===== src/rtl/add_accum_if.sv =====
// Operand/result handshake bundle for add_accum_unit: one valid/ready pair
// toward the unit and one away from it, plus status outputs.
interface add_accum_if #(
  parameter int WIDTH     = 8,
  parameter int CNT_WIDTH = 16
);
  logic                 in_valid;
  logic                 in_ready;
  logic [WIDTH-1:0]     op_a;
  logic [WIDTH-1:0]     op_b;
  logic [1:0]           mode;
  logic                 out_valid;
  logic                 out_ready;
  logic [WIDTH-1:0]     result;
  logic                 carry;
  logic                 overflow;
  logic [WIDTH-1:0]     acc_value;
  logic [CNT_WIDTH-1:0] txn_count;

  modport master (
    output in_valid, op_a, op_b, mode, out_ready,
    input  in_ready, out_valid, result, carry, overflow, acc_value, txn_count
  );

  modport slave (
    input  in_valid, op_a, op_b, mode, out_ready,
    output in_ready, out_valid, result, carry, overflow, acc_value, txn_count
  );
endinterface


===== src/rtl/add_accum_unit.sv =====
// Registered add/sub/accumulate/load unit with a single output stage,
// carry/borrow and signed-overflow flags, accumulator and transaction counter.
module add_accum_unit #(
  parameter int WIDTH     = 8,
  parameter int SATURATE  = 0,
  parameter int CNT_WIDTH = 16
) (
  input  logic        clk,
  input  logic        rst,
  add_accum_if.slave  bus
);

  localparam logic [1:0] MODE_ADD  = 2'b00;
  localparam logic [1:0] MODE_SUB  = 2'b01;
  localparam logic [1:0] MODE_ACC  = 2'b10;
  localparam logic [1:0] MODE_LOAD = 2'b11;

  // Sign rule: operands x and y (y already negated for SUB) overflow when
  // they share a sign that the sum does not.
  function automatic logic signed_ovf(input logic x_msb, input logic y_msb,
                                      input logic r_msb, input logic is_sub);
    logic y_eff;
    y_eff = is_sub ? ~y_msb : y_msb;
    return (x_msb == y_eff) && (r_msb != x_msb);
  endfunction

  logic                 out_valid_q, out_valid_d;
  logic [WIDTH-1:0]     result_q,    result_d;
  logic                 carry_q,     carry_d;
  logic                 overflow_q,  overflow_d;
  logic [WIDTH-1:0]     acc_q,       acc_d;
  logic [CNT_WIDTH-1:0] cnt_q,       cnt_d;

  logic                 in_ready_s;
  logic                 accept_s;
  logic [WIDTH:0]       raw_s;
  logic [WIDTH-1:0]     res_s;
  logic                 carry_s;
  logic                 ovf_s;

  assign in_ready_s = !out_valid_q || bus.out_ready;
  assign accept_s   = bus.in_valid && in_ready_s;

  // Datapath: WIDTH+1-bit raw result, flags and optional clamping.
  always_comb begin
    raw_s   = {1'b0, bus.op_a};
    carry_s = 1'b0;
    ovf_s   = 1'b0;
    res_s   = bus.op_a;
    case (bus.mode)
      MODE_ADD: begin
        raw_s   = {1'b0, bus.op_a} + {1'b0, bus.op_b};
        carry_s = raw_s[WIDTH];
        ovf_s   = signed_ovf(bus.op_a[WIDTH-1], bus.op_b[WIDTH-1], raw_s[WIDTH-1], 1'b0);
      end
      MODE_SUB: begin
        raw_s   = {1'b0, bus.op_a} - {1'b0, bus.op_b};
        carry_s = raw_s[WIDTH];
        ovf_s   = signed_ovf(bus.op_a[WIDTH-1], bus.op_b[WIDTH-1], raw_s[WIDTH-1], 1'b1);
      end
      MODE_ACC: begin
        raw_s   = {1'b0, acc_q} + {1'b0, bus.op_a};
        carry_s = raw_s[WIDTH];
        ovf_s   = signed_ovf(acc_q[WIDTH-1], bus.op_a[WIDTH-1], raw_s[WIDTH-1], 1'b0);
      end
      MODE_LOAD: begin
        raw_s   = {1'b0, bus.op_a};
        carry_s = 1'b0;
        ovf_s   = 1'b0;
      end
      default: begin
        raw_s   = {1'b0, bus.op_a};
        carry_s = 1'b0;
        ovf_s   = 1'b0;
      end
    endcase

    if ((SATURATE != 0) && carry_s && (bus.mode == MODE_SUB)) begin
      res_s = {WIDTH{1'b0}};
    end else if ((SATURATE != 0) && carry_s) begin
      res_s = {WIDTH{1'b1}};
    end else begin
      res_s = raw_s[WIDTH-1:0];
    end
  end

  // Next state: accept (possibly replacing a result being consumed), drain, or hold.
  always_comb begin
    out_valid_d = out_valid_q;
    result_d    = result_q;
    carry_d     = carry_q;
    overflow_d  = overflow_q;
    acc_d       = acc_q;
    cnt_d       = cnt_q;
    if (accept_s) begin
      out_valid_d = 1'b1;
      result_d    = res_s;
      carry_d     = carry_s;
      overflow_d  = ovf_s;
      cnt_d       = cnt_q + CNT_WIDTH'(1);
      if ((bus.mode == MODE_ACC) || (bus.mode == MODE_LOAD)) begin
        acc_d = res_s;
      end else begin
        acc_d = acc_q;
      end
    end else if (bus.out_ready) begin
      out_valid_d = 1'b0;
    end else begin
      out_valid_d = out_valid_q;
    end
  end

  // State registers with synchronous reset.
  always_ff @(posedge clk) begin
    if (rst) begin
      out_valid_q <= 1'b0;
      result_q    <= {WIDTH{1'b0}};
      carry_q     <= 1'b0;
      overflow_q  <= 1'b0;
      acc_q       <= {WIDTH{1'b0}};
      cnt_q       <= {CNT_WIDTH{1'b0}};
    end else begin
      out_valid_q <= out_valid_d;
      result_q    <= result_d;
      carry_q     <= carry_d;
      overflow_q  <= overflow_d;
      acc_q       <= acc_d;
      cnt_q       <= cnt_d;
    end
  end

  assign bus.in_ready  = in_ready_s;
  assign bus.out_valid = out_valid_q;
  assign bus.result    = result_q;
  assign bus.carry     = carry_q;
  assign bus.overflow  = overflow_q;
  assign bus.acc_value = acc_q;
  assign bus.txn_count = cnt_q;

endmodule


===== src/flat_wrapper.sv =====
// flat-port wrapper written by rule: the top's interface ports become plain ports
module add_accum_unit_flat 
#(
  parameter int WIDTH     = 8,
  parameter int SATURATE  = 0,
  parameter int CNT_WIDTH = 16
)
  (clk, rst, bus_in_valid, bus_op_a, bus_op_b, bus_mode, bus_out_ready, bus_in_ready, bus_out_valid, bus_result, bus_carry, bus_overflow, bus_acc_value, bus_txn_count);
  add_accum_if #(.WIDTH(WIDTH), .CNT_WIDTH(CNT_WIDTH)) bus_i ();
  input  logic clk;
  input  logic rst;
  input wire logic [$bits(bus_i.in_valid)-1:0] bus_in_valid;
  input wire logic [$bits(bus_i.op_a)-1:0] bus_op_a;
  input wire logic [$bits(bus_i.op_b)-1:0] bus_op_b;
  input wire logic [$bits(bus_i.mode)-1:0] bus_mode;
  input wire logic [$bits(bus_i.out_ready)-1:0] bus_out_ready;
  output wire logic [$bits(bus_i.in_ready)-1:0] bus_in_ready;
  output wire logic [$bits(bus_i.out_valid)-1:0] bus_out_valid;
  output wire logic [$bits(bus_i.result)-1:0] bus_result;
  output wire logic [$bits(bus_i.carry)-1:0] bus_carry;
  output wire logic [$bits(bus_i.overflow)-1:0] bus_overflow;
  output wire logic [$bits(bus_i.acc_value)-1:0] bus_acc_value;
  output wire logic [$bits(bus_i.txn_count)-1:0] bus_txn_count;
  assign bus_i.in_valid = bus_in_valid;
  assign bus_i.op_a = bus_op_a;
  assign bus_i.op_b = bus_op_b;
  assign bus_i.mode = bus_mode;
  assign bus_i.out_ready = bus_out_ready;
  assign bus_in_ready = bus_i.in_ready;
  assign bus_out_valid = bus_i.out_valid;
  assign bus_result = bus_i.result;
  assign bus_carry = bus_i.carry;
  assign bus_overflow = bus_i.overflow;
  assign bus_acc_value = bus_i.acc_value;
  assign bus_txn_count = bus_i.txn_count;
  add_accum_unit #(.WIDTH(WIDTH), .SATURATE(SATURATE), .CNT_WIDTH(CNT_WIDTH)) u_core (.clk(clk), .rst(rst), .bus(bus_i));
endmodule

===== config.mk =====
export PLATFORM = sky130hd
export DESIGN_NAME = add_accum_unit_flat
export DESIGN_NICKNAME = d
export VERILOG_FILES = /design/src/rtl/add_accum_if.sv /design/src/rtl/add_accum_unit.sv /design/src/flat_wrapper.sv
export SDC_FILE = /design/constraint.sdc
export NUM_CORES = 1
export LEC_CHECK = 0
export ABC_AREA = 1
export CAP_MARGIN = 20
export CORE_UTILIZATION = 30
export CTS_CLUSTER_DIAMETER = 40
export DETAILED_ROUTE_END_ITERATION = 7
export PLACE_DENSITY = 0.52
export REMOVE_ABC_BUFFERS = 1
export SLEW_MARGIN = 20
export SYNTH_ARGS = -nofsm -noshare
export SYNTH_HDL_FRONTEND = slang
export SYNTH_SLANG_ARGS = --single-unit

===== constraint.sdc =====
create_clock -name clk -period 4.2 [get_ports clk]
set_clock_uncertainty 0.2 [all_clocks]
set_input_delay 0.63 -clock clk [delete_from_list [all_inputs] [get_ports clk]]
set_output_delay 0.63 -clock clk [all_outputs]
set_load 0.01 [all_outputs]

# [After elaboration in Yosys (flattened, before gate mapping)]
# Index checks and enable logic that the tools add are counted.
[totals] regBits=35 wordCells=35
[op_classes] add_sub_neg=4 eq_ne=9 muxes=5 n_bitwise=1 n_reduce_logical=10
[op_table] op="one-hot mux 8 bit (4 select lines)" n=1
[op_table] op="adder 8 x 8 -> 9 bit" n=2
[op_table] op="adder 16 x 1 -> 16 bit, second input constant" n=1
[op_table] op="subtractor 8 x 8 -> 9 bit" n=1
[op_table] op="one-hot mux 1 bit (4 select lines)" n=2
[op_table] op="== test 2 bit, second input constant" n=2
[op_table] op="logical AND 1 bit" n=4
[op_table] op="== test 1 bit" n=3
[op_table] op="inequality test 1 bit" n=3
[op_table] op="== test 2 x 1 -> 1 bit, second input constant" n=1
[op_table] op="logical NOT 2 bit" n=1
[op_table] op="logical OR 1 bit" n=2
[op_table] op="2-to-1 mux 1 bit" n=2
[op_table] op="AND reduction 2 bit" n=1
[op_table] op="nonzero test 2 bit" n=1
[op_table] op="logical NOT 1 bit" n=1
[op_table] op="inverter 1 bit" n=1

# [Depth between registers and ports, before layout]
# Gate-level depths: netlist of the first run.
[depth] depth_word=4 depth_mapped=14

# [Worst setup path before layout of the first run]
# Ideal clock, no wire load.
[synth_path] path_kind="input to register" from="input port bus_op_b[0]" to="register u_core.acc_q[4], in the netlist u_core.bus.acc_value[4]" setup_ns=0.121 arrival_ns=1.849 required_time_ns=3.879 slack_ns=2.030 path_stages=10 n_path_buf=0 path_cell_list="ha_1 -> inv_1 -> fa_1 -> o21ai_0 -> nand2_1 -> nand2_1 -> xor2_1 -> nor2_1 -> nor2_1 -> a21oi_1"
[synth_via] elab_chain_len=2
[synth_lines] item="start, declared" line_no="flat_wrapper.sv:14" source="input wire logic [$bits(bus_i.op_b)-1:0] bus_op_b;"
[synth_lines] item="subtractor 8 x 8 -> 9 bit or adder 8 x 8 -> 9 bit (tied branches)" line_no="add_accum_unit.sv:57, add_accum_unit.sv:52"
[synth_lines] item="one-hot mux 8 bit (4 select lines) *" line_no="add_accum_unit.sv:50" source="case (bus.mode)"
[synth_lines] item="end signal, assigned" line_no="add_accum_unit.sv:120" source="acc_q <= {WIDTH{1'b0}};"
[synth_lines] item="end, declared" line_no="add_accum_unit.sv:31" source="logic [WIDTH-1:0] acc_q, acc_d;"
# Every way passes the cells marked *; elsewhere a longest branch is shown, timed or not.
# A chain may end at the register's enable or synchronous reset.

# [Worst setup path after layout of the first run]
[layout_path] from="input port bus_op_a[1]" to="register u_core.acc_q[4], in the netlist u_core.bus.acc_value[4]"
[layout_via] elab_chain_len=2
[layout_lines] item="start, declared" line_no="flat_wrapper.sv:13" source="input wire logic [$bits(bus_i.op_a)-1:0] bus_op_a;"
[layout_lines] item="adder 8 x 8 -> 9 bit, or another cell as far along" line_no="add_accum_unit.sv:62" source="raw_s = {1'b0, acc_q} + {1'b0, bus.op_a};"
[layout_lines] item="one-hot mux 8 bit (4 select lines) *" line_no="add_accum_unit.sv:50"
# Marked as above.

==> results of run 1 <==
[critical path: stages]
cell             delay (ns)
clkdlybuf4s50_1        0.62
inv_1                  0.14
fa_1                   0.44
o21ai_0                0.16
nand2_1                0.07
nand2_1                0.10
xor2_1                 0.16
nor2_1                 0.05
nor2_1                 0.17
a21oi_1                0.08
[power breakdown]
part	switching, mW	total (mW)	internal (mW)
Clock	0.131	0.280	0.149
Sequential	0.0134	0.362	0.349
Combinational	0.169	0.290	0.121
Total	0.313	0.932	0.619
[through the flow]
step | hold WS, ns | setup slack, ns | power, mW | instance area [um^2]
2_1_floorplan | 0.2996 | 2.010 | 0.5462 | 2870
3_3_place_gp | 0.2859 | 1.251 | 0.6580 | 3610
3_5_place_dp | 0.3038 | 1.188 | 0.6610 | 3610
6_report | 0.3085 | 1.514 | 0.9321 | 3714
4_1_cts | 0.3163 | 1.515 | 0.9387 | 3714
5_1_grt | 0.3531 | 1.296 | 0.9954 | 3714
[layout by cell type, fill, tap and decap left out, types with 12 or more instances in the layout]
cell type          n
a21oi_1           41
nor2_1            41
nand2_1          117
o21ai_0           34
nand4_1           12
dfxtp_1           35
ha_1              25
nand3_1           36
clkdlybuf4s50_1   57
inv_1             77
[layout make-up]
cell class	count	area share, %
Sequential cell	35	18.87
Tap cell	129	4.346
Clock buffer	7	2.594
Clock inverter	1	0.2022
Multi-Input combinational cell	343	50.64
Inverter	77	7.783
Timing Repair Buffer	58	15.57
[sequential cells by signal, indices dropped and copies added, names as in the netlist]
name,count
u_core.bus.acc_value,8
u_core.bus.carry,1
u_core.bus.out_valid,1
u_core.bus.overflow,1
u_core.bus.result,8
u_core.bus.txn_count,16
[worst min path at each step]
stage                                 start                 endpoint
floorplan           u_core.bus.txn_count[0]  u_core.bus.txn_count[0]
global placement    u_core.bus.txn_count[0]  u_core.bus.txn_count[0]
detailed placement  u_core.bus.txn_count[0]  u_core.bus.txn_count[0]
CTS                 u_core.bus.txn_count[0]  u_core.bus.txn_count[0]
global route        u_core.bus.txn_count[8]  u_core.bus.txn_count[8]
finish              u_core.bus.txn_count[0]  u_core.bus.txn_count[0]
[metal layers]
layer / vias up / GRT usage (%) / wire [um]
met5: - / 0 / 0
met4: 0 / 4.459 / 96
met3: 8 / 2.288 / 190
met2: 48 / 25.29 / 3392
met1: 1316 / 24.02 / 4311
li1: 1618 / - / -
[cell families after synthesis]
group / Yosys count
compound gates: 88
simple gates: 223
xor+xnor: 4
flops: 35
fa+ha+maj: 28
buf+inv: 86
==> key figures, run 1 <==
Outcome
  • Status: finished clean

Job
  • # Max-Cap Violations: 0

Clock tree
  • Clk sinks: 35
  • Clk pin slew, worst setup/hold paths: about 0.080 ns
  • Worst skew pair latency: 0.30 ns
  • Total setup buffers inserted after CTS: 0
  • CTS tree: yes
  • PostCTS Resize Cnt: 0
  • Hold-fix buffer count after cts: 0
  • Max clock buf depth: 2
  • Root Driver: clkbuf_8
  • # H-tree levels: 2
  • Cts bufs inserted: 5

Timing
  • Final setup fails: 0
  • Slew of the pin with the lowest slew margin: 0.8426 ns
  • Final Cycle Share: a little under two thirds
  • Fmax: 372.3 MHz
  • Slew margin rel.: around 44%
  • Fin Setup TNS: 0 ns
  • Final Hold Viols: 0
  • Unrepaired setup endpoints after global routing: false
  • Max-slew violations: 0
  • Tmin final: 2.686 ns

Finish
  • Area grow syn2layout: 26.78%
  • Final core occ: 39.81%
  • Antenna diodes: 0
  • FILL cells: 1,025
  • Area of the multi-input gates: roughly 1900 um^2
  • Number of nets in the layout: 570
  • Post-Layout Cell Count: 650
  • Layout cells sized above 1: 3.647%
  • FF+latch area: 700.7 um^2

Critical path
  • Worst path arrival time: 2.64 ns
  • R2R Setup Slk: 2.17 ns
  • CP max FO: 6
  • Reg2reg end: u_core.bus.acc_value[4]
  • Startpoint Class: input port
  • R2R depth: 8
  • CP Capture Type: register
  • End point of the critical path: u_core.bus.acc_value[4]
  • CP required: 4.16 ns
  • Worst Setup SP: bus_op_a[1]
  • WS Path Type: in -> reg
  • R2R Path Start: u_core.bus.acc_value[0]

GRT
  • Largest net degree at the start of global routing: 26
  • Initial antenna violation count: 0
  • Vias in the first global route: 2,716
  • First-pass GRT wire length: 13.21 mm
  • Grt ovf: 0
  • Overall routing resource usage: 16.48%

Placement
  • Placed cells: 642
  • DP HPWL: 6.425 mm
  • Port bufs: 57
  • Gpl congestion: approximately 0.84

Floorplan
  • Std cell rows: 35
  • I/O pin cnt: 58
  • Die Span X: 100.8 um
  • Chip height: slightly above 100 um
  • DIE AREA: 10,160 um^2
  • Core ar.: 9328 um^2
  • Starting density of the core: 31.40%

Yosys
  • Mapped Cells: 464
  • Synth top area cells: dfxtp_1 24%, nand2_1 15%, ha_1 11%
  • Synthesized area: slightly below 3000 um^2
  • List of most frequent post-synthesis cells: 117 x nand2_1, 77 x inv_1, 41 x a21oi_1, 41 x nor2_1, 36 x nand3_1
  • Post-synth cell types: 36
  • Synth Area in Compound Gates: 16.45%
  • Avg Inst Size Synth: 6.313 um^2
  • Mux contribution to synthesized area: 0%
  • Asr flop ratio synth: 0%
  • Sequential share of the synthesized area: a little under a quarter
  • Post-synthesis simple-gate area fraction: between 30% and 40%
  • Post-synth top flop: dfxtp_1
  • Post-synth EDFFs: 0
  • Leading area contributor after synthesis: dfxtp_1
  • Post-Synth XOR/XNOR Area: 1.196%
  • Adder-cell share of the synthesized area: 12.73%
  • Synth warnings: 0
  • Yosys reg bits: 35
  • Count leader, synth: nand2_1
  • Largest family of logic cells by synthesized area: simple AND/OR/NAND/NOR gates
  • Yosys top cell area share: 23.92%

Power
  • Leak: 1.766 nW
  • Max VDD drop: 0.1062 mV
  • Pwr Density: 251.0 nW/um^2

Min path
  • Hold Path Class: reg -> reg
  • Hold path depth: 1

Routing
  • Wirelength per Cell: 12.29 um
  • DR DRC count: 0
  • Iter 0 DRT Violations: 108
  • DRT Wirelength: 7.991 mm
  • Antenna-violating nets left: 0
  • Via count: 2,990
  • Via/cell ratio: about 4.6
  • Pre-antenna DRT Iters: 4
Power figures use the tool's default switching activity.
==> run 2, diff against run 1 <==
PLACE_DENSITY = 0.54   (was 0.52)
clock period = 2.4 ns   (was 4.2 ns; I/O delays follow)
==> run 2 against run 1 <==
Utilization grew 3.4 points. Worst setup slack got worse by 1.4 ns. First-iteration DRC count increased by 33%. Sequential power rose by 75%. Worst hold slack better by 0.00085 ns. Total power grew 76%. Clock power rose by 46%. Non-clock buffer count increased by 43. Cell count grew 6.6%. Critical endpoint is now u_core.bus.result[6]. Largest cell class unchanged. Highest routed layer unchanged.
==> key figures, run 2 (synthesized netlist as in run 1, its figures left out) <==
Critical path
  • End point of the critical path: u_core.bus.result[6]
  • Startpoint Class: input port
  • CP max FO: 4
  • Cell depth of the worst setup path: 12
  • Cell Chain, Critical Path: clkdlybuf4s50_1, inv_1, ha_1, fa_1, inv_1, nand3_1, nand3_1, nand2_1, nand3_1, nand3_1, nand2_1, a21oi_1
  • CP bufs+invs: 3
  • CP peak stage delay: approximately 0.50 ns
  • Worst path arrival time: 2.26 ns
  • Cell family with most CP delay: buffers and inverters
  • CP required: 2.37 ns
  • Critical-path top delay cell: clkdlybuf4s50_1
  • R2R Setup Slk: 0.44 ns
  • CP Capture Type: register
  • WS Path Type: in -> reg
  • R2R Path Start: u_core.bus.acc_value[0]
  • Worst Setup SP: bus_op_a[0]
  • Reg2reg end: u_core.bus.result[1]
  • Most frequent CP cell: nand3_1
  • R2R depth: 6

Finish
  • Number of flip-flops in the largest register: 16
  • Area grow syn2layout: 37.46%
  • Antenna diodes: 0
  • Layout cells sized above 1: a little under an eighth
  • Fin area: 4026 um^2
  • Commonest cells after routing, fill and taps aside: 116 x nand2_1, 77 x inv_1, 57 x clkdlybuf4s50_1, 44 x buf_4
  • Number of nets in the layout: between 600 and 700
  • Commonest non-fill, non-tap cell in the layout: nand2_1

GRT
  • First-pass GRT wire length: 13.32 mm
  • Largest net degree at the start of global routing: 26
  • Vias in the first global route: around 2,800
  • Overall routing resource usage: 16.44%
  • Grt ovf: 0
  • Initial antenna violation count: 0

Power
  • Pint: roughly 1.1 mW
  • Switching power of the nets: around 540 uW
  • Switching share of power: 33.16%
  • Total Power: 1.639 mW
  • Max VDD drop: roughly 0.21 mV
  • Pwr Density: ~400 nW/um^2
  • Clk pwr share: 25.0%
  • Leak: 1.962 nW
  • Combinational Power Share: 36.3%
  • Part of the power in registers: approximately two fifths

Floorplan
  • Std cell rows: 35
  • Starting density of the core: 31.40%
  • Core ar.: just over 9000 um^2
  • I/O pin cnt: 58
  • DIE AREA: 10,160 um^2
  • Chip height: 100.8 um
  • Die Span X: 100.8 um

Placement
  • Gpl congestion: 0.8919
  • Dpl cell area: 3933 um^2
  • Port bufs: 57
  • DP HPWL: 6.680 mm

Timing
  • Fmax: 436.5 MHz
  • Unrepaired setup endpoints after global routing: true
  • Slew of the pin with the lowest slew margin: between 0.4 and 0.5 ns
  • Final Cycle Share: 95.45%
  • Slew margin rel.: 69.77%
  • Max-slew violations: 0
  • Final Hold Viols: 0
  • Final setup fails: 0
  • Tmin final: approximately 2.3 ns

Routing
  • Iter 0 DRT Violations: 144
  • DRT Wirelength: 8.230 mm
  • Pre-antenna DRT Iters: 4
  • Via count: approximately 3,200
  • Via/cell ratio: between 4 and 5
  • Antenna-violating nets left: 0
  • DR DRC count: 0
  • Wirelength per Cell: 11.88 um

Min path
  • Hold Path Class: reg -> reg
  • Hold path depth: 2

Outcome
  • Status: finished clean

Clock tree
  • Clk pin slew, worst setup/hold paths: 0.07 ns
  • CTS tree: yes
  • # H-tree levels: 2
  • Clk sinks: 35
  • Hold-fix buffer count after cts: 0
  • Worst skew pair latency: 0.28 ns
  • Cts bufs inserted: 5
  • Max clock buf depth: 2
  • Root Driver: clkbuf_8

Job
  • # Max-Cap Violations: 0
-- run 2: cell types whose count changed in the layout (fill, tap and decap cells not counted), moves of 2 or more --
| cell | before | now |
|---|---|---|
| ha_1 | 25 | 23 |
| clkbuf_8 | 7 | 5 |
| fa_2 | 0 | 2 |
| clkbuf_1 | 0 | 2 |
| fa_1 | 3 | 1 |
| ha_2 | 0 | 2 |
| buf_4 | 1 | 44 |
-- run 2: through the flow --
stage	TNS [ns]	utilization (%)	cells	hold slack (ns)	setup WS (ns)
after global placement	-1.575	42.16	685	0.2846	-0.1940
after CTS	0	43.03	693	0.3107	0.05767
after floorplan	0	-	455	0.2291	0.4797
after detailed placement	-2.160	42.16	685	0.2903	-0.2312
after global routing	-0.01260	43.17	693	0.3200	-0.01260
final	0	43.17	693	0.3093	0.1092
-- run 2: cell type report --
type / instances / area, um^2
Tap cell: 129 / 161.4
Timing Repair Buffer: 101 / 900.9
Multi-Input combinational cell: 343 / 1893
Sequential cell: 35 / 700.7
Fill cell: 985 / 5301
Clock buffer: 7 / 76.32
Inverter: 77 / 289.0
Clock inverter: 1 / 5.005
-- run 2: what timing repair did --
item | 4_1_cts | 5_1_grt
setup buffers | 0 | 0
setup endpoints to repair | 0 | 5
resized for setup | 0 | 6
-- run 2: routing by layer --
metal	share of wire, %	track usage (%)
met5	0	0
met4	0.28	2.341
met1	53	24.13
met3	3.2	2.427
met2	43	25.87
-- run 2: power groups by stage --
stage                     logic [mW]  registers [mW]  clock network (mW)
after floorplan                0.299           0.656                   0
after global placement         0.585           0.648                   0
after detailed placement       0.593           0.647                   0
after CTS                      0.596           0.634               0.424
after global routing           0.667           0.638               0.458
final                          0.594           0.634               0.410
-- run 2: worst min-delay path, delay by kind of cell, from the launching register on --
kind | cells | cell delay [ns]
DFF | 1 | 0.34
buffers and inverters | 1 | 0.07
AOI/OAI and AO/OA | 1 | 0.06
-- run 2: how the worst min path moves through the flow --
| stage | to | slack, ns | from |
|---|---|---|---|
| after detailed placement | u_core.bus.txn_count[0] | 0.29 | u_core.bus.txn_count[0] |
| after CTS | u_core.bus.txn_count[10] | 0.31 | u_core.bus.txn_count[10] |
| after floorplan | u_core.bus.out_valid | 0.23 | rst |
| after global routing | u_core.bus.txn_count[0] | 0.32 | u_core.bus.txn_count[0] |
| after global placement | u_core.bus.txn_count[0] | 0.28 | u_core.bus.txn_count[0] |
| final | u_core.bus.txn_count[10] | 0.31 | u_core.bus.txn_count[10] |
